File: config.mk
export PLATFORM = sky130hd
export DESIGN_NAME = dsp_mac_pipelined
export DESIGN_NICKNAME = d
export VERILOG_FILES = /design/src/rtl/dsp_mac_pipelined.sv
export SDC_FILE = /design/constraint.sdc
export NUM_CORES = 1
export LEC_CHECK = 0
export ABC_AREA = 1
export CAP_MARGIN = 10
export CORE_ASPECT_RATIO = 0.6
export CORE_MARGIN = 2
export CORE_UTILIZATION = 32
export DETAILED_ROUTE_END_ITERATION = 10
export MAX_ROUTING_LAYER = met4
export PLACE_DENSITY_LB_ADDON = 0.25
export SYNTH_ARGS = -nofsm -noshare
export SYNTH_HDL_FRONTEND = slang
export SYNTH_SLANG_ARGS = --single-unit
export TNS_END_PERCENT = 20
File: constraint.sdc
create_clock -name clk -period 3.9 [get_ports clk]
set_input_delay 0.78 -clock clk [delete_from_list [all_inputs] [get_ports clk]]
set_output_delay 0.78 -clock clk [all_outputs]
set_load 0.005 [all_outputs]
File: src/rtl/dsp_mac_pipelined.sv
// Parametrised multiply / multiply-accumulate / add DSP tile with an optional input register,
// 0..3 multiplier pipeline registers, an accumulator stage and an optional output register.
module dsp_mac_pipelined #(
  parameter int A_WIDTH     = 8,
  parameter int B_WIDTH     = 8,
  parameter int ACC_WIDTH   = 20,
  parameter int IN_REG      = 1,
  parameter int PIPE_STAGES = 1,
  parameter int OUT_REG     = 1
) (
  input  logic                 clk,
  input  logic                 rst,
  input  logic                 ce,
  input  logic                 in_valid,
  input  logic [A_WIDTH-1:0]   a,
  input  logic [B_WIDTH-1:0]   b,
  input  logic [1:0]           mode,
  output logic [ACC_WIDTH-1:0] out,
  output logic                 out_valid,
  output logic                 overflow
);

  // Flow control: in_valid qualifies a/b/mode on every ce-enabled edge. There is no ready;
  // one op per enabled cycle is always accepted and out_valid pulses once per op.
  localparam logic [1:0] MODE_MUL  = 2'b00;
  localparam logic [1:0] MODE_MAC  = 2'b01;
  localparam logic [1:0] MODE_ADD  = 2'b10;
  localparam logic [1:0] MODE_LOAD = 2'b11;

  localparam int IW = A_WIDTH + B_WIDTH + 3;
  localparam int PW = ACC_WIDTH + 3;

  // Stage 0 word: {valid, mode, b, a}
  logic [IW-1:0] s0_d;
  logic [IW-1:0] s0;

  assign s0_d = {in_valid, mode, b, a};

  generate
    if (IN_REG != 0) begin : g_in_reg
      logic [IW-1:0] s0_q;
      always_ff @(posedge clk or posedge rst) begin
        if (rst)     s0_q <= '0;
        else if (ce) s0_q <= s0_d;
      end
      assign s0 = s0_q;
    end else begin : g_in_bypass
      assign s0 = s0_d;
    end
  endgenerate

  logic [A_WIDTH-1:0]   s0_a;
  logic [B_WIDTH-1:0]   s0_b;
  logic [1:0]           s0_mode;
  logic                 s0_valid;
  logic [ACC_WIDTH-1:0] s0_r;

  assign s0_a     = s0[A_WIDTH-1:0];
  assign s0_b     = s0[A_WIDTH+B_WIDTH-1:A_WIDTH];
  assign s0_mode  = s0[IW-2 -: 2];
  assign s0_valid = s0[IW-1];

  // ACC_WIDTH >= A_WIDTH+B_WIDTH, so both the product and the sum are exact here.
  always_comb begin
    if (s0_mode == MODE_ADD) s0_r = ACC_WIDTH'(s0_a) + ACC_WIDTH'(s0_b);
    else                     s0_r = ACC_WIDTH'(s0_a) * ACC_WIDTH'(s0_b);
  end

  // Pipeline word: {valid, mode, r}; st[0] is combinational, st[i+1] is register i.
  logic [PW-1:0] st [PIPE_STAGES+1];

  assign st[0] = {s0_valid, s0_mode, s0_r};

  generate
    for (genvar i = 0; i < PIPE_STAGES; i++) begin : g_pipe
      logic [PW-1:0] st_q;
      always_ff @(posedge clk or posedge rst) begin
        if (rst)     st_q <= '0;
        else if (ce) st_q <= st[i];
      end
      assign st[i+1] = st_q;
    end
  endgenerate

  logic                 acc_in_valid;
  logic [1:0]           acc_in_mode;
  logic [ACC_WIDTH-1:0] acc_in_r;

  assign {acc_in_valid, acc_in_mode, acc_in_r} = st[PIPE_STAGES];

  logic [ACC_WIDTH-1:0] acc_q, acc_d;
  logic                 accv_q, accv_d;
  logic                 ovf_q, ovf_d;
  logic [ACC_WIDTH:0]   mac_sum;

  assign mac_sum = {1'b0, acc_q} + {1'b0, acc_in_r};

  // Bubbles hold acc and overflow; only the valid bit advances.
  always_comb begin
    acc_d  = acc_q;
    ovf_d  = ovf_q;
    accv_d = acc_in_valid;
    if (acc_in_valid) begin
      case (acc_in_mode)
        MODE_MUL, MODE_ADD: acc_d = acc_in_r;
        MODE_MAC: begin
          acc_d = mac_sum[ACC_WIDTH-1:0];
          ovf_d = ovf_q | mac_sum[ACC_WIDTH];
        end
        MODE_LOAD: begin
          acc_d = acc_in_r;
          ovf_d = 1'b0;
        end
        default: ;
      endcase
    end
  end

  always_ff @(posedge clk or posedge rst) begin
    if (rst) begin
      acc_q  <= '0;
      accv_q <= 1'b0;
      ovf_q  <= 1'b0;
    end else if (ce) begin
      acc_q  <= acc_d;
      accv_q <= accv_d;
      ovf_q  <= ovf_d;
    end
  end

  // The overflow flag travels with out so both describe the same result.
  generate
    if (OUT_REG != 0) begin : g_out_reg
      logic [ACC_WIDTH-1:0] out_q;
      logic                 outv_q;
      logic                 outf_q;
      always_ff @(posedge clk or posedge rst) begin
        if (rst) begin
          out_q  <= '0;
          outv_q <= 1'b0;
          outf_q <= 1'b0;
        end else if (ce) begin
          out_q  <= acc_q;
          outv_q <= accv_q;
          outf_q <= ovf_q;
        end
      end
      assign out       = out_q;
      assign out_valid = outv_q;
      assign overflow  = outf_q;
    end else begin : g_out_bypass
      assign out       = acc_q;
      assign out_valid = accv_q;
      assign overflow  = ovf_q;
    end
  endgenerate

endmodule
==> results of run 1 <==
[worst paths after layout]
path | startpoint | endpoint | slack [ns] | cells after the start
max | g_in_reg.s0_q[3] | g_pipe[0].st_q[14] | 0.06 | 21
min | out[11] | out[11] | 0.47 | 2
max reg2reg | g_in_reg.s0_q[3] | g_pipe[0].st_q[14] | 0.06 | 21
min reg2reg | out[11] | out[11] | 0.47 | 2
max in group asynchronous | rst | acc_q[6] | 2.53 | 3
min in group asynchronous | rst | g_in_reg.s0_q[16] | 0.69 | 2
[power breakdown]
part	switching [mW]	internal, mW	total, mW
clock network	0.351	0.423	0.774
registers	0.198	1.07	1.27
logic	1.82	1.27	3.09
total	2.37	2.77	5.14
[sequential cells by signal (all words and copies together) (netlist names)]
| name | count |
|---|---|
| accv_q | 1 |
| overflow | 1 |
| out_valid | 1 |
| ovf_q | 1 |
| acc_q | 20 |
| out | 20 |
| g_in_reg.s0_q | 19 |
| g_pipe.st_q | 19 |
[layout make-up]
class	instances	area, um2
fill	2213	12700
multi-input combinational	676	4420
sequential	82	2060
timing repair buffer	89	798
inverter	182	687
tap	279	349
clock buffer	11	233
clock inverter	3	18.8
[timing repair]
item | 4_1_cts | 5_1_grt
pin swaps | 4 | 40
buffers inserted | 1 | 6
resized for setup | 27 | 53
setup endpoints to repair | 10 | 10
cloned | 0 | 0
[cell families (layout without fill, tap and decap cells)]
logic type,after synthesis,in the layout,synth area share
fa+ha+maj,98,98,0.216
xor+xnor,11,11,0.0138
flops,82,82,0.293
compound gates,90,90,0.0756
buf+inv,213,285,0.116
simple gates,477,477,0.286
[routing by layer]
| layer | up-vias | routed length [um] |
|---|---|---|
| met4 | 0 | 170 |
| met1 | 2907 | 11200 |
| met2 | 115 | 7330 |
| met5 | - | 0 |
| li1 | 3117 | - |
| met3 | 13 | 859 |
[stage by stage]
stage | setup slack, ns | hold slack, ns | instance area (um2) | total power [mW] | instances
after floorplan | 0.0136 | 0.459 | 7010 | 3.12 | 971
after global placement | -0.161 | 0.456 | 7960 | 3.96 | 1301
after detailed placement | -0.211 | 0.459 | 7960 | 3.98 | 1301
after CTS | 0.00483 | 0.474 | 8300 | 4.89 | 1316
after global routing | -0.101 | 0.491 | 8570 | 5.61 | 1322
final | 0.0594 | 0.467 | 8570 | 5.14 | 1322
[worst reg2reg max path: cells and delay by family, from the launching register on]
kind	cells	cell delay, ns
fa+ha+maj	5	2.26
buf+inv	5	0.36
flops	1	0.47
simple gates	11	0.66
[placed cells by master, fill, tap and decap left out, types with 25 or more instances in the layout]
cell type and n:
nand2_1 322, inv_1 164, dfrtp_1 72, nor2_1 51
ha_1 50, clkdlybuf4s50_1 42, buf_4 41, nand3_1 38
fa_1 36, a21oi_1 28, nand2_2 25
==> impl_metrics.csv, run 1 <==
group,metric,value,unit
synthesis,syn_avg_cell_area,7.21,um2
clocking,insertion_delay,0.35,ns
synthesis,synth_seq_cells,82,
global_route,busiest_layer,"met1",
synthesis,synth_nets,1091,
place,io_buffers,43,
global_route,grt-ovfl-total,0,
sta,tightest_slew,0.605,ns
critical_path,start_kind,"flip-flop",
layout,syn2layout_area_growth,22.3,%
synthesis,ys_warn_count,0,
power,power_leakage,4.74,nW
synthesis,netlist_area,7000,um2
layout,antenna_cells,0,
critical_path,crit_top_cell,"nand2_2",
synthesis,synth_top_area_cell,"dfrtp_1",
place,hpwl,15.3,mm
global_route,grt_pass1_vias,6094,
critical_path,critPathBufInv,5,
clocking,cts_root_buf,"clkbuf_16",
layout,layout.nets,1160,
clocking,clockBufferDepth,2,
die,die-area,23100,um2
synthesis,async_flop_share,1.00,
global_route,grt_max_degree,68,
synthesis,yosys-top-cells-count,"nand2_1, inv_1, dfrtp_1, ha_1, nor2_1",
sta,report.final.slew_viol_count,0,
critical_path,critPathRequiredTime,4.15,ns
route,drc,0,
worst_hold_path,hold_class,"flip-flop to flip-flop",
global_route,met1_usage,0.295,
die,core-area,21200,um2
synthesis,synth_cell_types,41,
power,ir_drop,0.000217,V
global_route,use_met3,0.0377,
power,powerDensity,600,nW/um2
critical_path,slowest_delay,0.56,ns
job,drv_cap,0,
die,die_h,119,um
critical_path,path_class,"flip-flop to flip-flop",
synthesis,synth_edf_count,0,
sta,finalSetupViolCount,0,
global_route,grt_first_pass_wirelength,32.8,mm
die,start_util,0.330,
die,row_count,41,
clocking,cts_sinks,82,
run_status,status,"finished, final reports clean",
place,routabilityCongestion,0.931,
global_route,gr-usage-all-layers,0.186,
layout,utilization,0.403,
synthesis,synth_top_area_share,0.293,
sta,skew,0.0103,ns
clocking,cts_hold_buf,0,
global_route,antenna_found_initial,0,
sta,fin_crit,3.84,ns
critical_path,critPathCaptureType,"flip-flop",
clocking,htree_levels,3,
synthesis,synth_ff_type,"dfrtp_1",
critical_path,path_max_fanout,6,
route,routed_wl,19.6,mm
route,first_iter_violations,479,
clocking,tritoncts,"yes",
route,vias_per_cell,4.65,
synthesis,synth_most_common_cell,"nand2_1",
sta,finalCritPeriodShare,0.985,
critical_path,critPathSlowestCell,"fa_1",
route,wire_per_inst,14.8,um
synthesis,synth_cells,971,
critical_path,cp_cell_sequence,"buf_4 > nand2_2 > fa_1 > fa_1 > inv_2 > fa_1 > inv_1 > fa_1 > inv_2 > ha_4 > nand2_2 > nand2_2 > inv_2 > nor2_4 > nor2_2 > nand2_2 > nand2_2 > nand2_1 > nand2_1 > nand3_1 > nand2_1",
die,io_pins,44,
critical_path,crit_family,"adder cells",
sta,fmax,0.260,GHz
sta,hold_viol,0,
die,die_x,195,um
sta,setup_tns,0,ns
clocking,cts_inserted_buffers,9,
synthesis,synth-seq-area-share,0.293,
route,vias,6152,
route,first_pass_iters,5,
layout,drive_above_1_share,0.158,
global_route,use_met2,0.237,
sta,slew_headroom,0.597,
synthesis,yosys-top-cells-area,"dfrtp_1, nand2_1, fa_1",
critical_path,arrival,4.09,ns
clocking,clk_pin_slew,0.06,ns
sta,grt_setup_unrepaired,"yes",
route,final_antenna_net_count,0,
Note: power is estimated with default switching activity, not from simulation.
==> run 2: changes to the inputs <==
==> constraint.sdc (replaced) <==
create_clock -name clk -period 3.8 [get_ports clk]
set_input_delay 0.76 -clock clk [delete_from_list [all_inputs] [get_ports clk]]
set_output_delay 0.76 -clock clk [all_outputs]
set_load 0.005 [all_outputs]
==> run 2 against run 1 <==
  * The flow now finishes with violations (negative setup slack)
  * Critical path type unchanged
  * First-iteration DRC count shrank 27%
  * Maximum frequency decreased by 0.75%
  * Worst setup slack worse by 0.13 ns
  * Flip-flop and latch count stayed put
  * Die area unchanged
  * Clock skew shrank 0.0033 ns
==> impl_metrics.csv, run 2 (synthesis results as in run 1) <==
group,metric,value,unit
die,row_count,41,
global_route,grt_pass1_vias,6115,
sta,fmax,0.258,GHz
sta,hold_slack,0.467,ns
critical_path,slowest_delay,0.53,ns
layout,final_cell_mix,"nand2_1, inv_1, dfrtp_1",
sta,report.final.slew_viol_count,0,
die,die_h,119,um
job,drv_cap,0,
sta,worst_slack,-0.0695,ns
global_route,antenna_found_initial,0,
route,wire_per_inst,14.6,um
place,dp_cells,1309,
critical_path,arrival,4.11,ns
layout,fill_cells,2208,
clocking,cts_hold_buf,0,
global_route,grt-ovfl-total,0,
die,die_x,195,um
worst_hold_path,worstHoldStart,"out[7]",
power,p_sw,2.35,mW
critical_path,critPathCaptureType,"flip-flop",
power,powerDensity,612,nW/um2
critical_path,path_max_fanout,4,
clocking,clockBufferDepth,2,
sta,slew_headroom,0.630,
power,p_total,5.24,mW
layout,antenna_cells,0,
route,first_iter_violations,348,
critical_path,worstReg2RegStart,"g_in_reg.s0_q[4]",
critical_path,r2r-end,"g_pipe[0].st_q[14]",
critical_path,critPathRequiredTime,4.04,ns
place,hpwl,15.5,mm
die,start_util,0.330,
power,power.share.clock,0.179,
critical_path,rrSetupSlack,-0.07,ns
clocking,insertion_delay,0.36,ns
global_route,grt_max_degree,34,
die,core-area,21200,um2
critical_path,path_class,"flip-flop to flip-flop",
clocking,htree_levels,3,
route,first_pass_iters,5,
worst_hold_path,hold_class,"flip-flop to flip-flop",
clocking,tritoncts,"yes",
layout,utilization,0.403,
sta,fin_crit,3.87,ns
die,io_pins,44,
critical_path,critPathLaunch,"g_in_reg.s0_q[4]",
layout,final_common_cell,"nand2_1",
critical_path,crit_family,"adder cells",
place,io_buffers,43,
critical_path,cp-endpoint,"g_pipe[0].st_q[14]",
clocking,clk_pin_slew,0.06,ns
power,power_leakage,4.79,nW
die,die-area,23100,um2
power,ir_drop,0.000293,V
route,drc,0,
place,routabilityCongestion,0.961,
route,final_antenna_net_count,0,
layout,stdcell_count,1331,
power,internal_power,2.89,mW
layout,syn2layout_area_growth,22.2,%
power,power_frac_seq,0.248,
route,routed_wl,19.4,mm
power,switching_share,0.448,
sta,tightest_slew,0.554,ns
clocking,cts_sinks,82,
clocking,cts_root_buf,"clkbuf_16",
critical_path,cp_cell_sequence,"buf_4 > ha_2 > fa_1 > fa_1 > fa_1 > inv_1 > fa_1 > inv_1 > ha_4 > nand2_2 > nor2_1 > nand2_1 > nand2_2 > nand2_2 > nand2_1 > nand2_1 > nand3_1 > nand2_1",
clocking,cts_inserted_buffers,9,
place,dpl_cell_area,8030,um2
critical_path,critPathSlowestCell,"fa_1",
critical_path,path_depth,18,
critical_path,rr_worst_depth,18,
global_route,gr-usage-all-layers,0.185,
critical_path,start_kind,"flip-flop",
run_status,status,"finished, violations left",
power,pwr-share-comb,0.573,
layout,drive_above_1_share,0.149,
route,vias,6194,
sta,grt_setup_unrepaired,"yes",
global_route,grt_first_pass_wirelength,32.5,mm
sta,finalSetupViolCount,6,
critical_path,critPathBufInv,3,
route,vias_per_cell,4.65,
layout,fin_area,8550,um2
sta,finalCritPeriodShare,1.02,
layout,layout.nets,1168,
sta,hold_viol,0,
sta,skew,0.00697,ns
run_status,violations,"negative setup slack",
run 2: area by class of cell:
class                      count  area, um2  area share
clock inverter                 3       46.3     0.00541
clock buffer                  12        267      0.0312
sequential                    82       2060       0.241
tap                          279        349      0.0408
multi-input combinational    676       4280       0.501
timing repair buffer          97        858       0.100
inverter                     182        687      0.0803
run 2: stage by stage:
step	TNS (ns)	setup WS (ns)
final	-0.247	-0.0695
after global routing	-1.96	-0.269
after CTS	-0.0121	-0.0121
after detailed placement	-1.70	-0.254
after global placement	-1.45	-0.221
after floorplan	-0.00733	-0.00733
run 2: worst min-delay path, delay by kind of cell, from the launching register on:
kind | cells | cell delay (ns)
flip-flops | 1 | 0.34
AND/OR/NAND/NOR | 2 | 0.10
run 2: how the worst min path moves through the flow:
stage,depth (start not counted),end,slack (ns)
5_1_grt,2,out[4],0.49
4_1_cts,2,out[7],0.47
6_report,2,out[7],0.47
3_5_place_dp,2,out[0],0.46
3_3_place_gp,2,out[0],0.45
2_1_floorplan,2,g_pipe[0].st_q[22],0.46
run 2: repair_timing:
item                                    CTS  global route
endpoints found under the hold margin     0             0
cloned                                    0             0
pin swaps                                28            16
resized for setup                        39            13
endpoints found under the setup margin   10            10
buffers inserted                          5             2
run 2: metal layers:
metal / vias up / global-route usage / wire length, um
met1: 2922 / 0.298 / 11200
met2: 134 / 0.234 / 7030
met5: - / - / 0
li1: 3124 / - / -
met4: 0 / 0.0320 / 148
met3: 14 / 0.0317 / 989
run 2: power by group through the flow:
stage                     sequential [mW]  combinational [mW]  clock (mW)
after floorplan                      1.24                2.00           0
after global placement               1.31                2.81           0
after detailed placement             1.31                2.84           0
after CTS                            1.30                2.94       0.961
after global routing                 1.33                3.39       0.998
final                                1.30                3.00       0.935
